`src/rtl/cpu_clk_pkg.sv`:
```
// Shared mode encodings and controller state type for the CPU clock-enable block.
package cpu_clk_pkg;

   localparam logic [1:0] MODE_HALT = 2'b00;
   localparam logic [1:0] MODE_RUN  = 2'b01;
   localparam logic [1:0] MODE_STEP = 2'b10;
   localparam logic [1:0] MODE_FAST = 2'b11;

   typedef enum logic [1:0] {
      ST_HALT = MODE_HALT,
      ST_RUN  = MODE_RUN,
      ST_STEP = MODE_STEP,
      ST_FAST = MODE_FAST
   } clk_state_t;

   function automatic clk_state_t decode_mode(input logic [1:0] mode);
      case (mode)
         MODE_RUN:  decode_mode = ST_RUN;
         MODE_STEP: decode_mode = ST_STEP;
         MODE_FAST: decode_mode = ST_FAST;
         default:   decode_mode = ST_HALT;
      endcase
   endfunction

endpackage

```
`src/rtl/key_debounce.sv`:
```
// Synchronises an active-low push button, debounces it and emits a one-cycle
// pulse when the accepted level falls (press); releases are silent.
module key_debounce #(
   parameter int SYNC_STAGES = 2,
   parameter int DEBOUNCE_W  = 16
) (
   input  logic clk,
   input  logic rst_n,
   input  logic key_n,
   output logic press
);

   localparam logic [DEBOUNCE_W-1:0] CNT_ZERO = {DEBOUNCE_W{1'b0}};
   localparam logic [DEBOUNCE_W-1:0] CNT_ONE  = {{(DEBOUNCE_W-1){1'b0}}, 1'b1};

   logic [SYNC_STAGES-1:0] sync_q, sync_d;
   logic [DEBOUNCE_W-1:0]  cnt_q, cnt_d;
   logic                   level_q, level_d;
   logic                   press_q, press_d;
   logic                   key_s;

   assign key_s = sync_q[SYNC_STAGES-1];

   // Any sample agreeing with the accepted level restarts the stability count.
   always_comb begin
      sync_d  = {sync_q[SYNC_STAGES-2:0], key_n};
      cnt_d   = cnt_q;
      level_d = level_q;
      press_d = 1'b0;
      if (key_s == level_q) begin
         cnt_d = CNT_ZERO;
      end else if (&cnt_q) begin
         level_d = key_s;
         cnt_d   = CNT_ZERO;
         press_d = ~key_s;
      end else begin
         cnt_d = cnt_q + CNT_ONE;
      end
   end

   // Key state registers; released level on reset.
   always_ff @(posedge clk or negedge rst_n) begin
      if (!rst_n) begin
         sync_q  <= {SYNC_STAGES{1'b1}};
         cnt_q   <= CNT_ZERO;
         level_q <= 1'b1;
         press_q <= 1'b0;
      end else begin
         sync_q  <= sync_d;
         cnt_q   <= cnt_d;
         level_q <= level_d;
         press_q <= press_d;
      end
   end

   assign press = press_q;

endmodule

```
`src/rtl/cpu_clk_ctrl.sv`:
```
// CPU clock-enable controller: issues single-cycle CPU_EN pulses in halt,
// divided-run, full-speed or single-step mode, and counts the pulses issued.
module cpu_clk_ctrl
   import cpu_clk_pkg::*;
#(
   parameter int DIV_W       = 26,
   parameter int DEBOUNCE_W  = 16,
   parameter int SYNC_STAGES = 2,
   parameter int TICK_W      = 16
) (
   input  logic              CLK,
   input  logic              RESET_N,
   input  logic [1:0]        MODE,
   input  logic [DIV_W-1:0]  DIV_N,
   input  logic              STEP_KEY_N,
   output logic              CPU_EN,
   output logic [TICK_W-1:0] TICK_CNT,
   output logic              RUNNING
);

   localparam logic [DIV_W-1:0]  DIV_ZERO  = {DIV_W{1'b0}};
   localparam logic [DIV_W-1:0]  DIV_ONE   = {{(DIV_W-1){1'b0}}, 1'b1};
   localparam logic [TICK_W-1:0] TICK_ZERO = {TICK_W{1'b0}};
   localparam logic [TICK_W-1:0] TICK_ONE  = {{(TICK_W-1){1'b0}}, 1'b1};

   logic [2*SYNC_STAGES-1:0] mode_sync_q, mode_sync_d;
   clk_state_t               state_q, state_d;
   logic [DIV_W-1:0]         div_q, div_d;
   logic                     cpu_en_q, cpu_en_d;
   logic [TICK_W-1:0]        tick_q, tick_d;
   logic                     press_s;

   key_debounce #(
      .SYNC_STAGES (SYNC_STAGES),
      .DEBOUNCE_W  (DEBOUNCE_W)
   ) u_step_key (
      .clk   (CLK),
      .rst_n (RESET_N),
      .key_n (STEP_KEY_N),
      .press (press_s)
   );

   // Enable decisions use the state before this edge, so a press or mode
   // change landing on the same edge is judged against the old mode.
   always_comb begin
      mode_sync_d = {mode_sync_q[2*SYNC_STAGES-3:0], MODE};
      state_d     = decode_mode(mode_sync_q[2*SYNC_STAGES-1 -: 2]);
      div_d       = div_q;
      cpu_en_d    = 1'b0;
      case (state_q)
         ST_RUN: begin
            if (div_q >= DIV_N) begin
               div_d    = DIV_ZERO;
               cpu_en_d = 1'b1;
            end else begin
               div_d    = div_q + DIV_ONE;
               cpu_en_d = 1'b0;
            end
         end
         ST_FAST: cpu_en_d = 1'b1;
         ST_STEP: cpu_en_d = press_s;
         ST_HALT: cpu_en_d = 1'b0;
         default: cpu_en_d = 1'b0;
      endcase
      if ((state_q != ST_RUN) && (state_d == ST_RUN)) begin
         div_d = DIV_ZERO;
      end else begin
         div_d = div_d;
      end
      if (cpu_en_d) begin
         tick_d = tick_q + TICK_ONE;
      end else begin
         tick_d = tick_q;
      end
   end

   // Controller registers; reset parks the core in HALT with the enable low.
   always_ff @(posedge CLK or negedge RESET_N) begin
      if (!RESET_N) begin
         mode_sync_q <= {(2*SYNC_STAGES){1'b0}};
         state_q     <= ST_HALT;
         div_q       <= DIV_ZERO;
         cpu_en_q    <= 1'b0;
         tick_q      <= TICK_ZERO;
      end else begin
         mode_sync_q <= mode_sync_d;
         state_q     <= state_d;
         div_q       <= div_d;
         cpu_en_q    <= cpu_en_d;
         tick_q      <= tick_d;
      end
   end

   assign CPU_EN   = cpu_en_q;
   assign TICK_CNT = tick_q;
   assign RUNNING  = (state_q == ST_RUN) || (state_q == ST_FAST);

endmodule

```
`config.mk`:
```
export PLATFORM = sky130hd
export DESIGN_NAME = cpu_clk_ctrl
export DESIGN_NICKNAME = d
export VERILOG_FILES = /design/src/rtl/cpu_clk_pkg.sv /design/src/rtl/key_debounce.sv /design/src/rtl/cpu_clk_ctrl.sv
export SDC_FILE = /design/constraint.sdc
export NUM_CORES = 1
export LEC_CHECK = 0
export ABC_AREA = 1
export CAP_MARGIN = 10
export CORE_ASPECT_RATIO = 0.75
export CORE_UTILIZATION = 45
export CTS_CLUSTER_DIAMETER = 120
export DETAILED_ROUTE_END_ITERATION = 6
export GPL_TIMING_DRIVEN = 0
export PLACE_DENSITY = 0.66
export SYNTH_ARGS = -nofsm -noshare
export SYNTH_HDL_FRONTEND = slang
export SYNTH_SLANG_ARGS = --single-unit
```
`constraint.sdc`:
```
create_clock -name CLK -period 2.6 [get_ports CLK]
set_input_delay 0.52 -clock CLK [delete_from_list [all_inputs] [get_ports CLK]]
set_output_delay 0.52 -clock CLK [all_outputs]
set_load 0.03 [all_outputs]
```
==> results of run 1 <==
==> final cells by class <==
cell class,instances,area (sq um)
well taps,132,165.2
fillers,905,4257
flip-flops and latches,69,1730
plain buffers,12,68.82
clock buffers,10,229.0
clock inverters,5,52.55
repair buffers,48,478.0
inverters,88,330.3
multi-input cells,426,2502
==> state kept, by name (all words and copies together) (netlist names) <==
register,count
div_q,26
TICK_CNT,16
u_step_key.cnt_q,16
mode_sync_q,4
state_q,2
u_step_key.sync_q,2
CPU_EN,1
u_step_key.level_q,1
u_step_key.press,1
==> routing by layer <==
layer	up-vias	global-route usage, %
li1	2051	-
met1	1839	32.05
met2	88	29.84
met3	10	4.759
met4	0	5.380
met5	-	0
==> logic make-up (layout without fill, tap and decap cells) <==
group           after synthesis  after routing
xor+xnor                     34             34
simple gates                317            317
compound gates               46             46
fa+ha+maj                    29             29
buf+inv                     100            163
flops                        69             69
==> placed cells by master, fill, tap and decap left out, types with 3 or more instances in the layout <==
cell type        Yosys  layout
ha_1                29      29
or2_2                3       3
nor2_2               4       4
nor4_1               4       4
clkbuf_1             8       9
o21bai_1             7       7
nand3_2              3       3
nor3_2               3       3
a21oi_1              9       9
o21ai_2              9       9
buf_6                3       3
clkbuf_16            0       9
inv_1               82      82
nand3_1             55      55
clkinv_2             0       3
nor2_1              36      36
clkdlybuf4s50_1      0      47
dfstp_2              3       3
xor2_1              22      22
nand4_1             20      20
nor2_4               3       3
nor3_1              20      20
xnor2_1             12      12
nor3_4               3       3
o21ai_0             12      12
dfrtp_1             66      66
nand2_1            147     147
inv_2                6       6
nand2_2              6       6
==> metrics by stage <==
stage	power (uW)	instance area [sq um]	setup WS (ps)	instances
final	2894	5557	247.6	790
after floorplan	1531	4632	702.5	595
after detailed placement	1746	5275	-65.04	775
after global routing	3020	5557	36.38	790
after global placement	1730	5278	-1355	775
after CTS	2926	5557	259.8	790
==> where the power goes <==
| group | internal, uW | leakage [uW] | total [uW] | switching [uW] |
|---|---|---|---|---|
| Sequential | 1140 | 0.000927 | 1230 | 90.9 |
| Clock | 731 | 0.000138 | 1170 | 438 |
| Combinational | 212 | 0.00166 | 493 | 281 |
==> worst max-delay path by stage <==
stage | from | cells after the start | endpoint
floorplan | DIV_N[17] | 11 | div_q[0]
global placement | RESET_N | 1 | div_q[2]
detailed placement | DIV_N[23] | 14 | TICK_CNT[9]
CTS | DIV_N[17] | 13 | div_q[3]
global route | DIV_N[17] | 13 | TICK_CNT[6]
finish | DIV_N[17] | 13 | div_q[3]
==> impl_results.md, run 1 <==
* RR Startpoint: div_q[17]
* Die area at 10,710 sq um
* Cells along the critical path: clkdlybuf4s50_1, inv_1, ha_1, nand2_1, nor2_1, nand4_1, nor2_1, nand2_2, inv_2, nor2_4, nand2_4, buf_6, o21ai_2
* Critical path's top delay family: simple AND/OR/NAND/NOR gates
* Unique masters post-synth at 42
* Largest family of logic cells by synthesized area: simple AND/OR/NAND/NOR gates
* Port Buffers at 48
* Adder-Cell Fraction of Synth Area at 7.834%
* Synth area leaders: dfrtp_1, nand2_1, ha_1
* Area growth from synthesis to layout at 19.96%
* Hold WC Path Type: in2async
* Diode count at 0
* Max-cap violations at 0
* Antenna violations before repair at 0
* Synth Area in Compound Gates at between 6 and 7%
* Fmax at 0.4251 GHz
* Maximum vdd drop at slightly above 0.5 mV
* Hold_ws at approximately 300 ps
* Seq cells post-synth at ~70
* Slowest CP cell: clkdlybuf4s50_1
* Post-route ant nets at 0
* Fraction of layout cells with a size suffix above 1 at 10.49%
* DR pass1 iterations at 4
* Top cell type's share of synthesized area at a little over a third
* Lkg Pwr at 0.002729 uW
* Die W at approximately 120 um
* Worst path buffer plus inverter count at 4
* Top FF cell, synth: dfrtp_1
* PwrDens at about 520 nW/um^2
* Reg-to-reg setup timing slack at ~440 ps
* Drt total wl at roughly 10 mm
* Total track usage at a little over a fifth
* Avg Cell Area, Syn at 7.785 sq um
* Post-synth ARST share at 100.0%
* CP arrival at around 2600 ps
* CTS tree: done
* Worst-Skew Late Latency at 330 ps
* Gpl congestion at between 0.8 and 0.9
* Clock skew at ~8 ps
* Most instantiated library cell after synthesis: nand2_1
* Post-synth EDFFs at 0
* CTS root buffer: clkbuf_16
* Final worst-path cycle share at roughly 90%
* Fin. max-slew vios at 0
* Post-route DRC at 0
* Met3 Wirelength at about 520 um
* # setup viols final at 0
* First-pass GRT wire length at 17.97 mm
* Postcts setup bufs at 0
* CTS H-tree depth at 3
* Critical path type: in2reg
* Worst Max-Slew Pin Slew at between 800 and 900 ps
* CTS buffer count at 9
* Crit-path max cell delay at approximately 450 ps
* CTS Buffer Depth at 2
* Reg2reg end: div_q[3]
* Min Tclk post-route at approximately 2400 ps
* Setup TNS at 0 ps
* Worst EP required at roughly 2800 ps
* Max FO, Critical Path at 10
* GRT Residual Overflow at 0
* Avg WL per Cell at approximately 13 um
* Die Ht at 89.87 um
* Met2 WL at approximately 4.4 mm
* YS warnings at 0
* Largest net degree at the start of global routing at 70
* Seq/Total Area, Yosys at between 30% and 40%
* Post-Synth Simple-Gate Area at around 33%
* Mux contribution to synthesized area at 0%
* Metal1 wirelength at roughly 5.4 mm
* Final HPWL DP at between 7 and 8 mm
* Vias in the first global route at 3,709
* Critical Path Most Common Cell: nor2_1
* TritonCTS sink count at 69
* CP Launch Type: input pin
* CORE AREA at 9813 sq um
* FP Rows at 31
* Utilization after layout at roughly 57%
* Hold Vio Cnt, Final at 0
* Initial Utilization at 47.20%
* Iter 0 DRT Violations at 190
* Synthesized area at between 4000 and 5000 sq um
* Mapped Nets at 655
* I/O Pins at 49
* CP endpoint kind: register
* Vias per inst at 5.048
* Worst slew margin at ~42%
* Syn Inst Count at 595
* Hold_buf cts at 0
* Post-CTS Resized at 0
* Worst reg2reg path depth at 11
* Clock transition at path regs at 50 ps
* Synth top cells by count: nand2_1, inv_1, dfrtp_1, nand3_1, nor2_1
* Synth Area in XOR/XNOR at ~6.4%
* Synth area leader: dfrtp_1
* Nets at roughly 700
* Top Metal Used: met4
* Vias post-DR at between 3,000 and 4,000
* Unrepaired setup endpoints after global routing: no
* Status: finished, final reports clean
Power figures use the tool's default switching activity.
==> inputs of run 2 (changes only) <==
- CORE_MARGIN: default -> 1
- CTS_CLUSTER_SIZE: default -> 10
==> results of run 2 <==
The final DEF is identical to that of run 1; final timing and power are the same.
